[src/rtl/fpmul_arb_pkg.sv]
// fpmul_arb_pkg: shared types and constants for the two-requester FP
// multiplier arbiter.
//   state_e        arbiter FSM encoding (IDLE/ISSUE/WAIT/DONE)
//   FLAG_*         bit positions inside the 6-bit {OF,UF,NaNF,InfF,DNF,ZF} flags
//   TIMEOUT_CYCLES WAIT cycles allowed before the watchdog gives up
//   QNAN           product reported for a timed-out operation
package fpmul_arb_pkg;

  typedef enum logic [1:0] {
    ST_IDLE,
    ST_ISSUE,
    ST_WAIT,
    ST_DONE
  } state_e;

  localparam int unsigned FLAG_OF  = 5;
  localparam int unsigned FLAG_UF  = 4;
  localparam int unsigned FLAG_NAN = 3;
  localparam int unsigned FLAG_INF = 2;
  localparam int unsigned FLAG_DN  = 1;
  localparam int unsigned FLAG_Z   = 0;

  localparam int unsigned TIMEOUT_CYCLES = 31;
  localparam logic [31:0] QNAN           = 32'h7FC00000;
  localparam logic [5:0]  TIMEOUT_FLAGS  = 6'b000001 << FLAG_NAN;

endpackage

[src/rtl/fpmul_arb_rr.sv]
// fpmul_arb_rr: 2-way round-robin picker.
//   req0_i, req1_i  request lines
//   last_i          requester served most recently
//   grant_o         chosen requester (valid only when valid_o is high)
//   valid_o         at least one request is pending
module fpmul_arb_rr (
  input  logic req0_i,
  input  logic req1_i,
  input  logic last_i,
  output logic grant_o,
  output logic valid_o
);

  always_comb begin
    valid_o = req0_i | req1_i;
    // On a tie the requester that was not served last wins; otherwise
    // whichever one is asking.
    if (req0_i && req1_i) begin
      grant_o = ~last_i;
    end else begin
      grant_o = req1_i;
    end
  end

endmodule

[src/rtl/fpmul_arb.sv]
// fpmul_arb: arbitrates two requesters onto one shared FP multiplier.
//   Clk, Rst            clock, synchronous active-high reset
//   Req0/Req1, A*/B*    requests and IEEE-754 single operands
//   Ack0/Ack1           one-cycle completion pulse per requester
//   Res, Flags          captured product and {OF,UF,NaNF,InfF,DNF,ZF}
//   TimeoutF            high with Ack when the watchdog expired
//   Busy                high whenever not IDLE
//   MA, MB, MStart, MRst, MP, MFlags, MDone   multiplier interface
// Optional feature: define FPMUL_ARB_TIMEOUT_EN to bound WAIT with a
// 5-bit watchdog; otherwise WAIT is unbounded and TimeoutF is 0.
module fpmul_arb
  import fpmul_arb_pkg::*;
(
  input  logic        Clk,
  input  logic        Rst,
  input  logic        Req0,
  input  logic        Req1,
  input  logic [31:0] A0,
  input  logic [31:0] B0,
  input  logic [31:0] A1,
  input  logic [31:0] B1,
  output logic        Ack0,
  output logic        Ack1,
  output logic [31:0] Res,
  output logic [5:0]  Flags,
  output logic        TimeoutF,
  output logic        Busy,
  output logic [31:0] MA,
  output logic [31:0] MB,
  output logic        MStart,
  output logic        MRst,
  input  logic [31:0] MP,
  input  logic [5:0]  MFlags,
  input  logic        MDone
);

  state_e      state_q, state_d;
  logic        last_q,  last_d;
  logic        gnt_q,   gnt_d;
  logic [31:0] ma_q,    ma_d;
  logic [31:0] mb_q,    mb_d;
  logic [31:0] res_q,   res_d;
  logic [5:0]  flags_q, flags_d;
  logic        rr_grant, rr_valid;

`ifdef FPMUL_ARB_TIMEOUT_EN
  logic        tout_q, tout_d;
  logic [4:0]  wdog_q, wdog_d;
`endif

  fpmul_arb_rr u_rr (
    .req0_i  (Req0),
    .req1_i  (Req1),
    .last_i  (last_q),
    .grant_o (rr_grant),
    .valid_o (rr_valid)
  );

  // State register
  always_ff @(posedge Clk) begin
    if (Rst) begin
      state_q <= ST_IDLE;
      last_q  <= 1'b1;
      gnt_q   <= 1'b0;
      ma_q    <= '0;
      mb_q    <= '0;
      res_q   <= '0;
      flags_q <= '0;
`ifdef FPMUL_ARB_TIMEOUT_EN
      tout_q  <= 1'b0;
      wdog_q  <= '0;
`endif
    end else begin
      state_q <= state_d;
      last_q  <= last_d;
      gnt_q   <= gnt_d;
      ma_q    <= ma_d;
      mb_q    <= mb_d;
      res_q   <= res_d;
      flags_q <= flags_d;
`ifdef FPMUL_ARB_TIMEOUT_EN
      tout_q  <= tout_d;
      wdog_q  <= wdog_d;
`endif
    end
  end

  // Next-state and datapath capture
  always_comb begin
    state_d = state_q;
    last_d  = last_q;
    gnt_d   = gnt_q;
    ma_d    = ma_q;
    mb_d    = mb_q;
    res_d   = res_q;
    flags_d = flags_q;
`ifdef FPMUL_ARB_TIMEOUT_EN
    tout_d  = tout_q;
    wdog_d  = wdog_q;
`endif
    unique case (state_q)
      ST_IDLE: begin
        if (rr_valid) begin
          gnt_d   = rr_grant;
          last_d  = rr_grant;
          ma_d    = rr_grant ? A1 : A0;
          mb_d    = rr_grant ? B1 : B0;
          state_d = ST_ISSUE;
        end
      end
      ST_ISSUE: begin
`ifdef FPMUL_ARB_TIMEOUT_EN
        wdog_d  = '0;
`endif
        state_d = ST_WAIT;
      end
      ST_WAIT: begin
        if (MDone) begin
          res_d   = MP;
          flags_d = MFlags;
`ifdef FPMUL_ARB_TIMEOUT_EN
          tout_d  = 1'b0;
`endif
          state_d = ST_DONE;
        end
`ifdef FPMUL_ARB_TIMEOUT_EN
        // wdog_q counts completed WAIT cycles, so this fires on the 31st.
        else if (wdog_q == 5'(TIMEOUT_CYCLES - 1)) begin
          res_d   = QNAN;
          flags_d = TIMEOUT_FLAGS;
          tout_d  = 1'b1;
          state_d = ST_DONE;
        end else begin
          wdog_d  = wdog_q + 5'd1;
        end
`endif
      end
      ST_DONE: begin
        state_d = ST_IDLE;
      end
      default: begin
        state_d = ST_IDLE;
      end
    endcase
  end

  // Outputs; strobes are masked by Rst so nothing fires in a reset cycle.
  always_comb begin
    Busy     = (state_q != ST_IDLE) && !Rst;
    MStart   = (state_q == ST_ISSUE) && !Rst;
    Ack0     = (state_q == ST_DONE) && !gnt_q && !Rst;
    Ack1     = (state_q == ST_DONE) && gnt_q && !Rst;
    MRst     = Rst || (state_q == ST_DONE);
`ifdef FPMUL_ARB_TIMEOUT_EN
    TimeoutF = (state_q == ST_DONE) && tout_q && !Rst;
`else
    TimeoutF = 1'b0;
`endif
    Res      = res_q;
    Flags    = flags_q;
    MA       = ma_q;
    MB       = mb_q;
  end

endmodule

[config.mk]
export PLATFORM = sky130hd
export DESIGN_NAME = fpmul_arb
export DESIGN_NICKNAME = d
export VERILOG_FILES = /design/src/rtl/fpmul_arb_pkg.sv /design/src/rtl/fpmul_arb_rr.sv /design/src/rtl/fpmul_arb.sv
export SDC_FILE = /design/constraint.sdc
export NUM_CORES = 1
export LEC_CHECK = 0
export CORE_MARGIN = 10
export CORE_UTILIZATION = 38
export DETAILED_ROUTE_END_ITERATION = 8
export HOLD_SLACK_MARGIN = 0.03
export PLACE_DENSITY = 0.81
export SLEW_MARGIN = 20
export SYNTH_ARGS = -nofsm -noshare
export SYNTH_HDL_FRONTEND = slang
export SYNTH_SLANG_ARGS = --single-unit
[constraint.sdc]
create_clock -name Clk -period 1.95 [get_ports Clk]
set_input_delay 0.585 -clock Clk [delete_from_list [all_inputs] [get_ports Clk]]
set_output_delay 0.585 -clock Clk [all_outputs]
set_load 0.005 [all_outputs]
==> run summary, run 1 <==
status -> finished clean
P_int -> 6.31 mW
initial antenna violation count -> 0
CTS Buf Count -> 9
Max H-tree Level -> 3
Syn Area/Cell -> 8.51 um2
Finish-stage setup viols -> 0
HPWL after DPL -> 14200 um
warnings from Yosys -> 0
Worst Path Max Fanout -> 3
number of synthesized flops with an enable pin -> 0
die footprint -> 0.0174 mm2
Psw -> 3.38 mW
PwrDens -> 1200 mW/mm2
Buf+Inv Stages, Crit Path -> 2
Worst Hold Depth -> 2
area growth from synthesis to layout -> 70.8%
Yosys cell types -> 30
largest net degree at the start of global routing -> 61
area share of the largest cell type after synthesis -> 0.447
input/output buffers -> 277
Mapped Area -> 0.00475 mm2
Total GRT Usage -> 0.207
CTS tree -> built
most frequent cell after synthesis -> nand2_1
CP Capture Type -> output port
Flop pwr share -> 0.319
max incr delay on CP -> 0.36 ns
Reg2Reg Setup Slack -> 0.23 ns
asr flop ratio synth -> 0
clk sinks -> 106
worst vdd rail ir drop -> 0.000614 V
R2R Path Start -> state_q[1]
CP top delay family -> flip-flops
Clk network pwr share -> 0.201
Design Power -> 9.69 mW
WL final -> 18500 um
biggest area consumer among synthesized cells -> dfxtp_1
Hold Path Sink -> Res[2]
clock-pin slew on the worst setup and hold paths -> 0.07 ns
RD Place Congestion -> 0.830
Layout Skew -> 0.00575 ns
share of cells above drive strength 1 -> 0.168
DRC -> 0
Congestion Overflow GR -> 0
max_slew headroom -> 0.395
crit path cell chain -> ha_4 > buf_6 > or2_4 > buf_6
via count of the routed design -> 5006
Register-to-Register Path Depth -> 8
hold wc startpoint -> Res[2]
violation count after the first detailed-route iteration -> 263
starting density of the core -> 0.392
hold slack -> 0.452 ns
crit path DAT -> 1.32 ns
routed len/inst -> 18.6 um
end of the worst register-to-register path -> MA[3]
Max Cap Viol -> 0
Crit Path Category -> reg2out
clock buffer depth -> 2
root buf cell -> clkbuf_16
Seq/Total Area, Yosys -> 0.447
synthesis-stage register bit count -> 106
Fmax achieved -> 525 MHz
Nets -> 998
Combinational Power Share -> 0.479
min-delay worst type -> reg2reg
Synth top cells by count -> nand2_1, dfxtp_1, a21oi_1
measured slew at the worst slew-check pin -> 0.908 ns
die height -> 132 um
Slowest cell on crit path -> dfxtp_4
global-route wire length before repair -> 29200 um
Std-Cell Rows -> 40
Die Wd -> 132 um
CP required -> 1.36 ns
Leak Pwr -> 3.01 nW
final hold vios -> 0
Final Critical Period -> 1.91 ns
Post-synth top flop -> dfxtp_1
I/O Pins -> 279
TritonRoute pass-1 iters -> 4
Detail Route Antenna Nets -> 0
RSZ-0062 raised after global routing -> yes
sw frac -> 0.349
Post-Syn Nets -> 734
via-per-instance ratio -> 5.03
period utilisation layout -> 0.978
Slew Limit Fails -> 0
# hold bufs at CTS -> 0
Synth area leaders -> dfxtp_1, a211oi_2, nand2_1, a21oi_1, a21oi_2
core box area -> 0.0121 mm2
ant diodes -> 0
vias in the first global route -> 5160
CP startpoint kind -> flip-flop
Worst path most repeated cell -> buf_6
Gate Count Post-Synth -> 558
filler cell count -> 977
clock latency on the worst-skew pair -> 0.35 ns
==> placed cells by master (no fill, tap or decap), types with 2 or more instances in the layout <==
| cell type | Yosys | layout |
|---|---|---|
| clkdlybuf4s50_1 | 0 | 271 |
| nand2_1 | 141 | 141 |
| dfxtp_1 | 106 | 104 |
| a21oi_1 | 74 | 74 |
| nor2_1 | 67 | 66 |
| a211oi_2 | 50 | 50 |
| a21oi_2 | 30 | 30 |
| buf_4 | 9 | 16 |
| a211oi_1 | 14 | 14 |
| clkbuf_16 | 0 | 9 |
| buf_12 | 0 | 7 |
| clkinv_2 | 0 | 4 |
| buf_6 | 3 | 4 |
| ha_1 | 5 | 3 |
| buf_2 | 21 | 3 |
| inv_1 | 3 | 2 |
| nand2b_1 | 2 | 2 |
| bufinv_16 | 0 | 2 |
==> logic make-up (layout without fill, tap and decap cells) <==
family | Yosys count | in the layout | share of synthesized area
AOI/OAI and AO/OA | 176 | 176 | 0.301
adders and majority gates | 5 | 5 | 0.0132
buffers and inverters | 52 | 321 | 0.0585
DFF | 106 | 106 | 0.447
muxes | 1 | 1 | 0.00211
other | 1 | 1 | 0.000790
and+or+nand+nor | 217 | 217 | 0.178
==> registers in the layout, indices dropped and copies added, names as in the netlist <==
name / count
Flags: 6
last_q: 1
MA: 32
gnt_q: 1
Res: 32
MB: 32
state_q: 2
==> per-stage QoR <==
| stage | utilization | setup WS, ns | cells | area, um2 | TNS [ns] |
|---|---|---|---|---|---|
| 5_1_grt | 0.669 | -0.00248 | 995 | 8110 | -0.00248 |
| 6_report | 0.669 | 0.0435 | 995 | 8110 | 0 |
| 3_3_place_gp | 0.640 | -0.368 | 979 | 7750 | -8.67 |
| 3_5_place_dp | 0.640 | -0.357 | 979 | 7750 | -11.92 |
| 2_1_floorplan | - | 0.261 | 558 | 4750 | 0 |
| 4_1_cts | 0.668 | -0.00752 | 994 | 8100 | -0.00752 |
==> how the worst max path moves through the flow <==
stage	from	to	slack (ns)	depth (start not counted)
floorplan	Rst	Busy	0.26	3
global placement	Rst	Ack0	-0.37	4
detailed placement	Rst	Ack0	-0.36	4
CTS	state_q[0]	MRst	-0.008	4
global route	state_q[1]	Ack0	-0.002	3
finish	state_q[0]	MRst	0.04	4
==> timing repair <==
item / in CTS / in global routing
setup buffers: 0 / 1
gates resized for setup: 29 / 4
pin swaps: 0 / 1
setup endpoints to repair: 5 / 5
==> final cells by class <==
type                            instances  area, um2  area share
Sequential cell                       106       2130       0.262
Multi-Input combinational cell        400       2400       0.296
Clock buffer                           10        239      0.0295
Clock inverter                          6       80.1     0.00988
Timing Repair Buffer                  302       3040       0.375
Inverter                                3       11.3     0.00139
Tap cell                              168        210      0.0259
==> per-layer routing <==
layer,routed length [um],vias to the layer above,GRT usage
met2,8620,231,0.327
met5,0,-,0
met3,1870,41,0.0823
met4,637,0,0.0915
met1,7420,2327,0.241
li1,-,2407,-
==> tightest hold or removal path: stages (launching register included) <==
cell	delay, ns
dfxtp_1	0.31
nand2_1	0.05
a21oi_1	0.05
==> power groups by stage <==
| stage | combinational, mW | sequential [mW] | clock (mW) |
|---|---|---|---|
| after floorplan | 2.36 | 3.14 | 0 |
| after global placement | 4.49 | 3.08 | 0 |
| after detailed placement | 4.64 | 3.12 | 0 |
| after CTS | 4.67 | 3.09 | 2.02 |
| after global routing | 5.06 | 3.15 | 2.09 |
| final | 4.64 | 3.10 | 1.95 |
Power figures use the tool's default switching activity.
==> run 2: changes to the inputs <==
- CTS_CLUSTER_SIZE: default -> 25
- SLEW_MARGIN: 20 -> default
==> results of run 2 <==
Final layout, timing and power as in run 1 (identical DEF).
